--- src/rtl/fp16_divider_if.sv ---
// Operand/result bundle for the sequential FP16 divider.
// The master side issues operands; the slave side is the divider.
interface fp16_divider_if;
  logic [15:0] i_a;
  logic [15:0] i_b;
  logic        i_vld;
  logic        o_busy;
  logic [15:0] o_res;
  logic        o_res_vld;
  logic        overflow;
  logic        underflow;
  logic        exception;

  modport master (
    output i_a, i_b, i_vld,
    input  o_busy, o_res, o_res_vld, overflow, underflow, exception
  );

  modport slave (
    input  i_a, i_b, i_vld,
    output o_busy, o_res, o_res_vld, overflow, underflow, exception
  );
endinterface

--- src/rtl/fp16_divider.sv ---
// Sequential IEEE-754 half-precision divider: restoring mantissa division,
// one quotient bit per cycle, truncating, denormals flushed to zero.
module fp16_divider (
  input  logic          clk,
  input  logic          rst,
  fp16_divider_if.slave bus
);
  typedef enum logic [1:0] {
    S_IDLE = 2'd0,
    S_DIV  = 2'd1,
    S_NORM = 2'd2,
    S_DONE = 2'd3
  } state_t;

  state_t             r_state;
  state_t             w_next;
  logic [15:0]        r_a;
  logic [15:0]        r_b;
  logic [3:0]         r_cnt;
  logic [11:0]        r_rem;
  logic [11:0]        r_quot;
  logic [15:0]        r_res;
  logic               r_busy;
  logic               r_res_vld;
  logic               r_ovf;
  logic               r_udf;
  logic               r_exc;

  logic [4:0]         w_ea;
  logic [4:0]         w_eb;
  logic               w_a_nan;
  logic               w_a_inf;
  logic               w_a_zero;
  logic               w_b_nan;
  logic               w_b_inf;
  logic               w_b_zero;
  logic [11:0]        w_sig_b;
  logic               w_ge;
  logic [10:0]        w_rem_sub;
  logic               w_sign;
  logic [9:0]         w_mant;
  logic signed [6:0]  w_adj;
  logic signed [6:0]  w_exp;
  logic [15:0]        w_res;
  logic               w_ovf;
  logic               w_udf;
  logic               w_exc;

  assign w_ea     = r_a[14:10];
  assign w_eb     = r_b[14:10];
  assign w_a_nan  = (w_ea == 5'd31) && (r_a[9:0] != 10'd0);
  assign w_a_inf  = (w_ea == 5'd31) && (r_a[9:0] == 10'd0);
  assign w_a_zero = (w_ea == 5'd0);
  assign w_b_nan  = (w_eb == 5'd31) && (r_b[9:0] != 10'd0);
  assign w_b_inf  = (w_eb == 5'd31) && (r_b[9:0] == 10'd0);
  assign w_b_zero = (w_eb == 5'd0);

  // The partial remainder always stays below 2*divisor, so 12 bits suffice.
  assign w_sig_b   = {2'b01, r_b[9:0]};
  assign w_ge      = (r_rem >= w_sig_b);
  assign w_rem_sub = w_ge ? 11'(r_rem - w_sig_b) : r_rem[10:0];

  // FSM state register
  always_ff @(posedge clk or posedge rst) begin
    if (rst) begin
      r_state <= S_IDLE;
    end else begin
      r_state <= w_next;
    end
  end

  // FSM next-state logic
  always_comb begin
    w_next = r_state;
    case (r_state)
      S_IDLE: begin
        if (bus.i_vld) begin
          w_next = S_DIV;
        end else begin
          w_next = S_IDLE;
        end
      end
      S_DIV: begin
        if (r_cnt == 4'd0) begin
          w_next = S_NORM;
        end else begin
          w_next = S_DIV;
        end
      end
      S_NORM:  w_next = S_DONE;
      S_DONE:  w_next = S_IDLE;
      default: w_next = S_IDLE;
    endcase
  end

  // Normalization, exponent and special-case resolution
  always_comb begin
    w_sign = r_a[15] ^ r_b[15];
    w_ovf  = 1'b0;
    w_udf  = 1'b0;
    w_exc  = 1'b0;
    w_res  = 16'h0000;
    if (r_quot[11]) begin
      w_mant = r_quot[10:1];
      w_adj  = 7'sd0;
    end else begin
      w_mant = r_quot[9:0];
      w_adj  = -7'sd1;
    end
    w_exp = $signed({2'b00, w_ea}) - $signed({2'b00, w_eb}) + 7'sd15 + w_adj;
    if (w_a_nan || w_b_nan) begin
      w_res = 16'h7E00;
      w_exc = 1'b1;
    end else if ((w_a_zero && w_b_zero) || (w_a_inf && w_b_inf)) begin
      w_res = 16'h7E00;
      w_exc = 1'b1;
    end else if (w_a_inf) begin
      w_res = {w_sign, 5'h1F, 10'h000};
    end else if (w_b_inf) begin
      w_res = {w_sign, 15'h0000};
    end else if (w_b_zero) begin
      w_res = {w_sign, 5'h1F, 10'h000};
      w_exc = 1'b1;
    end else if (w_a_zero) begin
      w_res = {w_sign, 15'h0000};
    end else if (w_exp >= 7'sd31) begin
      w_res = {w_sign, 5'h1F, 10'h000};
      w_ovf = 1'b1;
    end else if (w_exp <= 7'sd0) begin
      w_res = {w_sign, 15'h0000};
      w_udf = 1'b1;
    end else begin
      w_res = {w_sign, w_exp[4:0], w_mant};
    end
  end

  // Operand capture, quotient iteration and registered results
  always_ff @(posedge clk or posedge rst) begin
    if (rst) begin
      r_a       <= 16'h0000;
      r_b       <= 16'h0000;
      r_cnt     <= 4'd0;
      r_rem     <= 12'd0;
      r_quot    <= 12'd0;
      r_res     <= 16'h0000;
      r_busy    <= 1'b0;
      r_res_vld <= 1'b0;
      r_ovf     <= 1'b0;
      r_udf     <= 1'b0;
      r_exc     <= 1'b0;
    end else begin
      case (r_state)
        S_IDLE: begin
          r_res_vld <= 1'b0;
          if (bus.i_vld) begin
            r_a    <= bus.i_a;
            r_b    <= bus.i_b;
            r_cnt  <= 4'd11;
            r_rem  <= {2'b01, bus.i_a[9:0]};
            r_quot <= 12'd0;
            r_busy <= 1'b1;
          end else begin
            r_busy <= 1'b0;
          end
        end
        S_DIV: begin
          r_rem  <= {w_rem_sub, 1'b0};
          r_quot <= {r_quot[10:0], w_ge};
          if (r_cnt != 4'd0) begin
            r_cnt <= r_cnt - 4'd1;
          end else begin
            r_cnt <= r_cnt;
          end
        end
        S_NORM: begin
          r_res     <= w_res;
          r_ovf     <= w_ovf;
          r_udf     <= w_udf;
          r_exc     <= w_exc;
          r_res_vld <= 1'b1;
        end
        S_DONE: begin
          r_res_vld <= 1'b0;
          r_busy    <= 1'b0;
        end
        default: begin
          r_res_vld <= 1'b0;
          r_busy    <= 1'b0;
        end
      endcase
    end
  end

  assign bus.o_busy    = r_busy;
  assign bus.o_res     = r_res;
  assign bus.o_res_vld = r_res_vld;
  assign bus.overflow  = r_ovf;
  assign bus.underflow = r_udf;
  assign bus.exception = r_exc;
endmodule

--- src/flat_wrapper.sv ---
// flat-port wrapper written by rule: the top's interface ports become plain ports
module fp16_divider_flat 
  (clk, rst, bus_i_a, bus_i_b, bus_i_vld, bus_o_busy, bus_o_res, bus_o_res_vld, bus_overflow, bus_underflow, bus_exception);
  fp16_divider_if bus_i ();
  input  logic clk;
  input  logic rst;
  input wire logic [$bits(bus_i.i_a)-1:0] bus_i_a;
  input wire logic [$bits(bus_i.i_b)-1:0] bus_i_b;
  input wire logic [$bits(bus_i.i_vld)-1:0] bus_i_vld;
  output wire logic [$bits(bus_i.o_busy)-1:0] bus_o_busy;
  output wire logic [$bits(bus_i.o_res)-1:0] bus_o_res;
  output wire logic [$bits(bus_i.o_res_vld)-1:0] bus_o_res_vld;
  output wire logic [$bits(bus_i.overflow)-1:0] bus_overflow;
  output wire logic [$bits(bus_i.underflow)-1:0] bus_underflow;
  output wire logic [$bits(bus_i.exception)-1:0] bus_exception;
  assign bus_i.i_a = bus_i_a;
  assign bus_i.i_b = bus_i_b;
  assign bus_i.i_vld = bus_i_vld;
  assign bus_o_busy = bus_i.o_busy;
  assign bus_o_res = bus_i.o_res;
  assign bus_o_res_vld = bus_i.o_res_vld;
  assign bus_overflow = bus_i.overflow;
  assign bus_underflow = bus_i.underflow;
  assign bus_exception = bus_i.exception;
  fp16_divider u_core (.clk(clk), .rst(rst), .bus(bus_i));
endmodule
--- config.mk ---
export PLATFORM = sky130hd
export DESIGN_NAME = fp16_divider_flat
export DESIGN_NICKNAME = d
export VERILOG_FILES = /design/src/rtl/fp16_divider_if.sv /design/src/rtl/fp16_divider.sv /design/src/flat_wrapper.sv
export SDC_FILE = /design/constraint.sdc
export NUM_CORES = 1
export LEC_CHECK = 0
export ABC_AREA = 1
export CORE_AREA = 3 3 109 111
export DETAILED_ROUTE_END_ITERATION = 8
export DIE_AREA = 0 0 112 114
export DONT_BUFFER_PORTS = 1
export MAX_ROUTING_LAYER = met4
export PLACE_DENSITY = 0.63
export SYNTH_ARGS = -nofsm -noshare
export SYNTH_HDL_FRONTEND = slang
export SYNTH_SLANG_ARGS = --single-unit
--- constraint.sdc ---
create_clock -name clk -period 4.35 [get_ports clk]
set_input_delay 0.2175 -clock clk [delete_from_list [all_inputs] [get_ports clk]]
set_output_delay 0.2175 -clock clk [all_outputs]
set_load 0.03 [all_outputs]
==> results of run 1 <==
[per-layer routing]
metal  up-vias  part of all wire (%)
li1       2074                     -
met1      1867                    46
met2        75                    47
met3        16                   5.1
met4         0                   1.4
met5         -                     0
[sequential cells by signal, indices dropped and copies added, names as in the netlist, named ones only]
| name | cells |
|---|---|
| u_core.bus.o_res | 16 |
| u_core.bus.overflow | 1 |
| u_core.bus.exception | 1 |
| u_core.r_rem | 12 |
| u_core.r_state | 1 |
| u_core.r_b | 16 |
| u_core.r_a | 16 |
| u_core.bus.o_res_vld | 1 |
| u_core.r_cnt | 4 |
| u_core.bus.underflow | 1 |
| u_core.r_quot | 12 |
| u_core.bus.o_busy | 1 |
[cell families (layout without fill, tap and decap cells)]
kind of cell               after synthesis  count (layout)  synth area share [%]
and+or+nand+nor                        279             279                 24.95
AOI/OAI and AO/OA                      116             116                 13.08
buffers and inverters                   93             129                 7.451
DFF                                     83              83                 42.65
adders and majority gates               36              36                 9.712
xor gates and xnor gates                12              12                 2.158
[critical path, delay by kind of cell, from the launching register on]
family / cells / cell delay (ns)
buf+inv: 5 / 0.32
fa+ha+maj: 5 / 1.53
flops: 1 / 0.40
compound gates: 1 / 0.12
simple gates: 10 / 0.84
[cell usage in the layout, fill, tap and decap left out, types with 3 or more instances in the layout]
cell	count
fa_1	3
nand3_2	3
o21ai_0	39
a21oi_1	45
ha_1	33
dfrtp_1	83
o22ai_1	14
xor2_1	9
xnor2_1	3
o21ai_1	6
inv_1	68
nand2_1	168
inv_2	7
dlygate4sd3_1	33
nand2_2	4
nor2_1	48
clkbuf_8	10
nand3_1	32
buf_4	4
nand3b_1	5
a21oi_2	3
nand4_1	7
[through the flow]
| stage | cell area (um2) | hold slack, ns | std cells | utilization (%) |
|---|---|---|---|---|
| floorplan | 4870 | 0.3271 | 619 | - |
| CTS | 5560 | 0.02025 | 795 | 51.07 |
| global route | 5560 | 0.02295 | 795 | 51.07 |
| global placement | 4999 | 0.1437 | 746 | 45.91 |
| finish | 5560 | 0.04446 | 795 | 51.07 |
| detailed placement | 4999 | 0.1569 | 746 | 45.91 |
[timing repair]
item,4_1_cts,5_1_grt
endpoints found under the hold margin,62,0
hold buffers,33,0
gates resized for setup,0,0
[final cells by class]
| type | count | area [um2] | share of cell area, % |
|---|---|---|---|
| Clock buffer | 10 | 137.6 | 2.475 |
| Clock inverter | 6 | 93.84 | 1.688 |
| Inverter | 76 | 286.5 | 5.153 |
| Multi-Input combinational cell | 443 | 2430 | 43.70 |
| Sequential cell | 83 | 2077 | 37.35 |
| Tap cell | 140 | 175.2 | 3.150 |
| Timing Repair Buffer | 37 | 360.3 | 6.481 |
[worst min path at each step]
| stage | startpoint | end | cells past startpoint |
|---|---|---|---|
| floorplan | bus_i_a[11] | u_core.r_a[11] | 2 |
| global route | bus_i_a[0] | u_core.r_a[0] | 2 |
| detailed placement | rst | u_core.bus.overflow | 1 |
| finish | bus_i_a[0] | u_core.r_a[0] | 2 |
| CTS | bus_i_a[0] | u_core.r_a[0] | 2 |
| global placement | rst | u_core.bus.overflow | 1 |
==> out/results.ini, run 1 <==
[status]
status = completed

[synthesis]
synth.top_cell.area_share_pct = 42.65
syn_avg_cell_area_um2 = 7.867
synth_nets = 690
syn_area_um2 = 4870
synth_top_area_cell = dfrtp_1
synth-seq-cells = 83
synth_edf_count = 0
synth_cell_types = 39
synth_most_common_cell = nand2_1
synth_common_cells = 168 x nand2_1, 83 x dfrtp_1, 69 x inv_1
yosysSeqAreaShare_pct = 42.65
ys.flop_type = dfrtp_1
yosysWarnings = 0
synth_cells = 619
synthArstFlopShare_pct = 100.0
netlist_top_cells_area = dfrtp_1 43%, nand2_1 13%, ha_1 8.5%, inv_1 5.3%, a21oi_1 4.6%

[worst_setup_path]
worstPathCellList = inv_1 -> ha_1 -> inv_1 -> fa_1 -> inv_1 -> ha_1 -> inv_1 -> ha_1 -> inv_1 -> fa_1 -> nor2_1 -> nand2_1 -> nor2_1 -> nand3_1 -> nand2_1 -> nand2_2 -> nand2_1 -> nand2_1 -> nand2_1 -> nand2_1 -> a21oi_1
crit_slowest_cell = fa_1
r2r_setup_slack_ns = 1.08
end_kind = flop
max_stage_delay_ns = 0.48
r2r_start = u_core.r_a[10]
worstPathRequired_ns = 4.65
crit_top_cell = nand2_1
arrival_ns = 3.57
r2r-end = u_core.bus.o_res[10]
reg2reg_depth = 21
cp-startpoint = u_core.r_a[10]
cp_max_fo = 5
worst-setup-path-type = reg -> reg
start_kind = flop
crit_path_end = u_core.bus.o_res[10]

[floorplan]
fp.dieArea_um2 = 12770
die_h_um = 114
rows = 38
pin_count = 56
start_util_pct = 44.73
die_w_um = 112
coreArea_um2 = 10890

[detailed_routing]
dr_total_vias = 4032
routed_wirelength_mm = 10.95
wl_per_cell_um = 13.78
avgViaCountPerCell = 5.072
final_antenna_net_count = 0
drt_iter0_markers = 271
drc = 0
firstDrtPassIters = 4

[timing]
worst_pin_slew_ns = 0.8722
tns_ns = 0
clock_skew_ns = 0.008154
setup_violations = 0
max_slew_margin_pct = 41.79
fmax_mhz = 306.2
slew_viol_final = 0
setup_slack_ns = 1.084
rsz0062_at_grt = no
min_period_ns = 3.266
hold_viol = 0
fin_crit_sh_pct = 75.08

[layout]
syn_to_final_growth_pct = 14.18
drive_above_1_share_pct = 7.176
diodes = 0
finalNetCount = 721
fill_cells = 1019

[global_routing]
use_met3_pct = 4.615
grt_use_total_pct = 18.99
met2_usage_pct = 30.54
grt_pass1_wl_mm = 19.06
grt-busiest-layer = met2
overflow = 0
grt_pass1_vias = 4041
grt_use_met1_pct = 24.14
grt_max_degree = 54
antenna_found_initial = 0

[cts]
cts_setup_buffers = 0
tritoncts = done
cts_made_buffers = 9
clock-root-buffer = clkbuf_8
clk_pin_slew_ns = 0.09
worst_skew_pair.late_latency_ns = 0.37
h-tree-depth = 3
cts_sinks = 83
cts.path.max_buffers = 2

[place]
hpwl_mm = 7.868
place_congestion = 0.9115
place_ws_ns = 1.106
io_buffers = 0

[job]
max-cap-violations = 0

[hold_path]
hold_class = in -> reg

Power of run 1 is not shown: default switching activity piles up to over one toggle a cycle in this logic, so the estimate is an artifact.
==> inputs of run 2 (changes only) <==
ABC_AREA = 0   (was 1)
clock period = 3.31 ns   (was 4.35 ns; I/O delays follow)
==> out/results.ini, run 2 <==
[timing]
clock_skew_ns = 0.01213  ; was 0.008154 ns
slew_viol_final = 0  ; unchanged
min_period_ns = 3.406  ; was 3.266 ns
hold_viol = 0  ; unchanged
tns_ns = -0.7937  ; was 0 ns
setup_violations = 10  ; was 0
fin_crit_sh_pct = 102.9  ; was 75.08%
fmax_mhz = 293.6  ; was 306.2 MHz
setup_slack_ns = -0.09550  ; was 1.084 ns
max_slew_margin_pct = 20.81  ; was 41.79%
rsz0062_at_grt = yes  ; was no
worst_pin_slew_ns = 1.177  ; was 0.8722 ns

[synthesis]
synth_most_common_cell = dfrtp_1  ; was nand2_1
yosysSeqAreaShare_pct = 42.54  ; was 42.65%
synth_edf_count = 0  ; unchanged
synth.top_cell.area_share_pct = 42.54  ; was 42.65%
synth_cell_types = 56  ; was 39
yosysWarnings = 0  ; unchanged
ys.flop_type = dfrtp_1  ; unchanged
synth_cells = 491  ; was 619
synth_common_cells = 83 x dfrtp_1, 41 x inv_1, 36 x nand2_1  ; was 168 x nand2_1, 83 x dfrtp_1, 69 x inv_1
netlist_top_cells_area = dfrtp_1 43%, ha_1 8.5%, mux2_2 8.1%, mux2i_1 3.3%, inv_1 3.2%  ; was dfrtp_1 43%, nand2_1 13%, ha_1 8.5%, inv_1 5.3%, a21oi_1 4.6%
syn_area_um2 = 4882  ; was 4870 um2
synthArstFlopShare_pct = 100.0  ; unchanged
synth_top_area_cell = dfrtp_1  ; unchanged
synth_nets = 562  ; was 690
synth-seq-cells = 83  ; unchanged
syn_avg_cell_area_um2 = 9.943  ; was 7.867 um2

[hold_path]
hold_class = in -> reg  ; unchanged

[worst_setup_path]
worstPathRequired_ns = 3.62  ; was 4.65 ns
cp_top_family = compound AO/OA/AOI/OAI gates  ; was adder cells
worst-setup-path-type = reg -> reg  ; unchanged
crit_top_cell = inv_2  ; was nand2_1
end_kind = flop  ; unchanged
start_kind = flop  ; unchanged
crit_slowest_cell = dfrtp_1  ; was fa_1
arrival_ns = 3.71  ; was 3.57 ns
max_stage_delay_ns = 0.39  ; was 0.48 ns
cp_num_buf_inv = 3  ; was 5
worstPathCellList = inv_2 -> ha_4 -> inv_2 -> fa_2 -> a21o_1 -> a21oi_2 -> xnor2_1 -> ha_1 -> ha_2 -> or3b_1 -> a311o_1 -> o311ai_1 -> o41a_1 -> buf_6 -> nand4_4 -> o2bb2ai_2  ; was inv_1 -> ha_1 -> inv_1 -> fa_1 -> inv_1 -> ha_1 -> inv_1 -> ha_1 -> inv_1 -> fa_1 -> nor2_1 -> nand2_1 -> nor2_1 -> nand3_1 -> nand2_1 -> nand2_2 -> nand2_1 -> nand2_1 -> nand2_1 -> nand2_1 -> a21oi_1
cp_max_fo = 5  ; unchanged

[global_routing]
grt_max_degree = 47  ; was 54
grt_pass1_vias = 4042  ; was 4041
overflow = 0  ; unchanged
grt_use_total_pct = 20.35  ; was 18.99%
grt_pass1_wl_mm = 20.20  ; was 19.06 mm
antenna_found_initial = 0  ; unchanged

[status]
status = complete, but fails checks  ; was completed
violations = setup timing

[floorplan]
fp.dieArea_um2 = 12770  ; unchanged
start_util_pct = 44.84  ; was 44.73%
die_h_um = 114  ; unchanged
pin_count = 56  ; unchanged
die_w_um = 112  ; unchanged
rows = 38  ; unchanged
coreArea_um2 = 10890  ; unchanged

[job]
max-cap-violations = 0  ; unchanged

[detailed_routing]
dr_total_vias = 3848  ; was 4032
drc = 0  ; unchanged
avgViaCountPerCell = 5.537  ; was 5.072
wl_per_cell_um = 17.27  ; was 13.78 um
routed_wirelength_mm = 12.00  ; was 10.95 mm
drt_iter0_markers = 224  ; was 271
firstDrtPassIters = 4  ; unchanged
final_antenna_net_count = 0  ; unchanged

[layout]
final_common_cell = dfrtp_1  ; was nand2_1
diodes = 0  ; unchanged
final_cell_count_no_fill = 695  ; was 795
drive_above_1_share_pct = 21.98  ; was 7.176%
final_cell_mix = 83 x dfrtp_1, 37 x inv_1, 35 x nand2_1, 35 x mux2_2  ; was 168 x nand2_1, 83 x dfrtp_1, 68 x inv_1
finalNetCount = 621  ; was 721
syn_to_final_growth_pct = 22.37  ; was 14.18%

[place]
dp_cells = 638  ; was 746
io_buffers = 0  ; unchanged
place_congestion = 0.9018  ; was 0.9115
hpwl_mm = 8.269  ; was 7.868 mm

[cts]
cts.path.max_buffers = 2  ; unchanged
clk_pin_slew_ns = 0.09  ; about the same
h-tree-depth = 3  ; unchanged
worst_skew_pair.late_latency_ns = 0.38  ; was 0.37 ns
cts_made_buffers = 9  ; unchanged
tritoncts = done  ; unchanged
cts_sinks = 83  ; unchanged
clock-root-buffer = clkbuf_8  ; unchanged

## run 2: what timing repair did
action                     4_1_cts  5_1_grt
hold endpoints to repair        77        0
gates cloned                     1        0
hold buffers                    34        0
pin swaps                        7       13
setup endpoints to repair       14       17
setup buffers                    4        2
gates resized for setup         20       17
## run 2: metrics by stage
step / utilization (%) / instance area [um2] / hold slack, ns / setup slack [ns]
after floorplan: - / 4907 / 0.3136 / 0.04753
after global placement: 47.63 / 5186 / 0.1500 / -0.04013
after detailed placement: 47.63 / 5186 / 0.1596 / -0.1439
after CTS: 53.72 / 5849 / 0.0007728 / -0.08500
after global routing: 54.87 / 5974 / 0.02139 / -0.2368
final: 54.87 / 5974 / 0.01372 / -0.09550
## run 2: logic make-up (layout without fill, tap and decap cells)
| family | count (synthesis) | after routing | synth area share [%] |
|---|---|---|---|
| buffers and inverters | 59 | 122 | 4.690 |
| XOR/XNOR | 15 | 15 | 2.691 |
| flip-flops | 83 | 83 | 42.54 |
| AO/OA/AOI/OAI | 112 | 112 | 15.58 |
| AND/OR/NAND/NOR | 134 | 135 | 13.15 |
| adder cells (fa/ha/maj) | 36 | 36 | 9.687 |
| multiplexers | 52 | 52 | 11.66 |
## run 2: area by class of cell
type,instances,area (um2)
multi-input combinational,350,2785
clock buffer,11,141.4
sequential,83,2077
clock inverter,5,60.06
inverter,41,155.1
tap,140,175.2
fill,957,4913
timing repair buffer,65,580.6
## run 2: path summary, 6_finish.rpt
path	from	endpoint	slack, ns	cells past startpoint
hold / removal	bus_i_a[8]	u_core.r_rem[8]	0.01	2
min in group asynchronous	rst	u_core.r_a[15]	0.31	2
setup reg to reg	u_core.r_a[10]	u_core.bus.o_res[6]	-0.1	16
setup / recovery	u_core.r_a[10]	u_core.bus.o_res[6]	-0.1	16
max in group asynchronous	rst	u_core.r_a[10]	1.97	3
hold reg to reg	u_core.r_cnt[0]	u_core.r_cnt[0]	0.50	1
## run 2: layer usage
metal / track usage [%] / wire, um / vias up
met5: - / 0 / -
li1: - / - / 1877
met3: 3.024 / 587 / 16
met4: 7.532 / 210 / 0
met2: 33.69 / 5892 / 90
met1: 25.53 / 5310 / 1865
Power of run 2 is left out for the same reason.
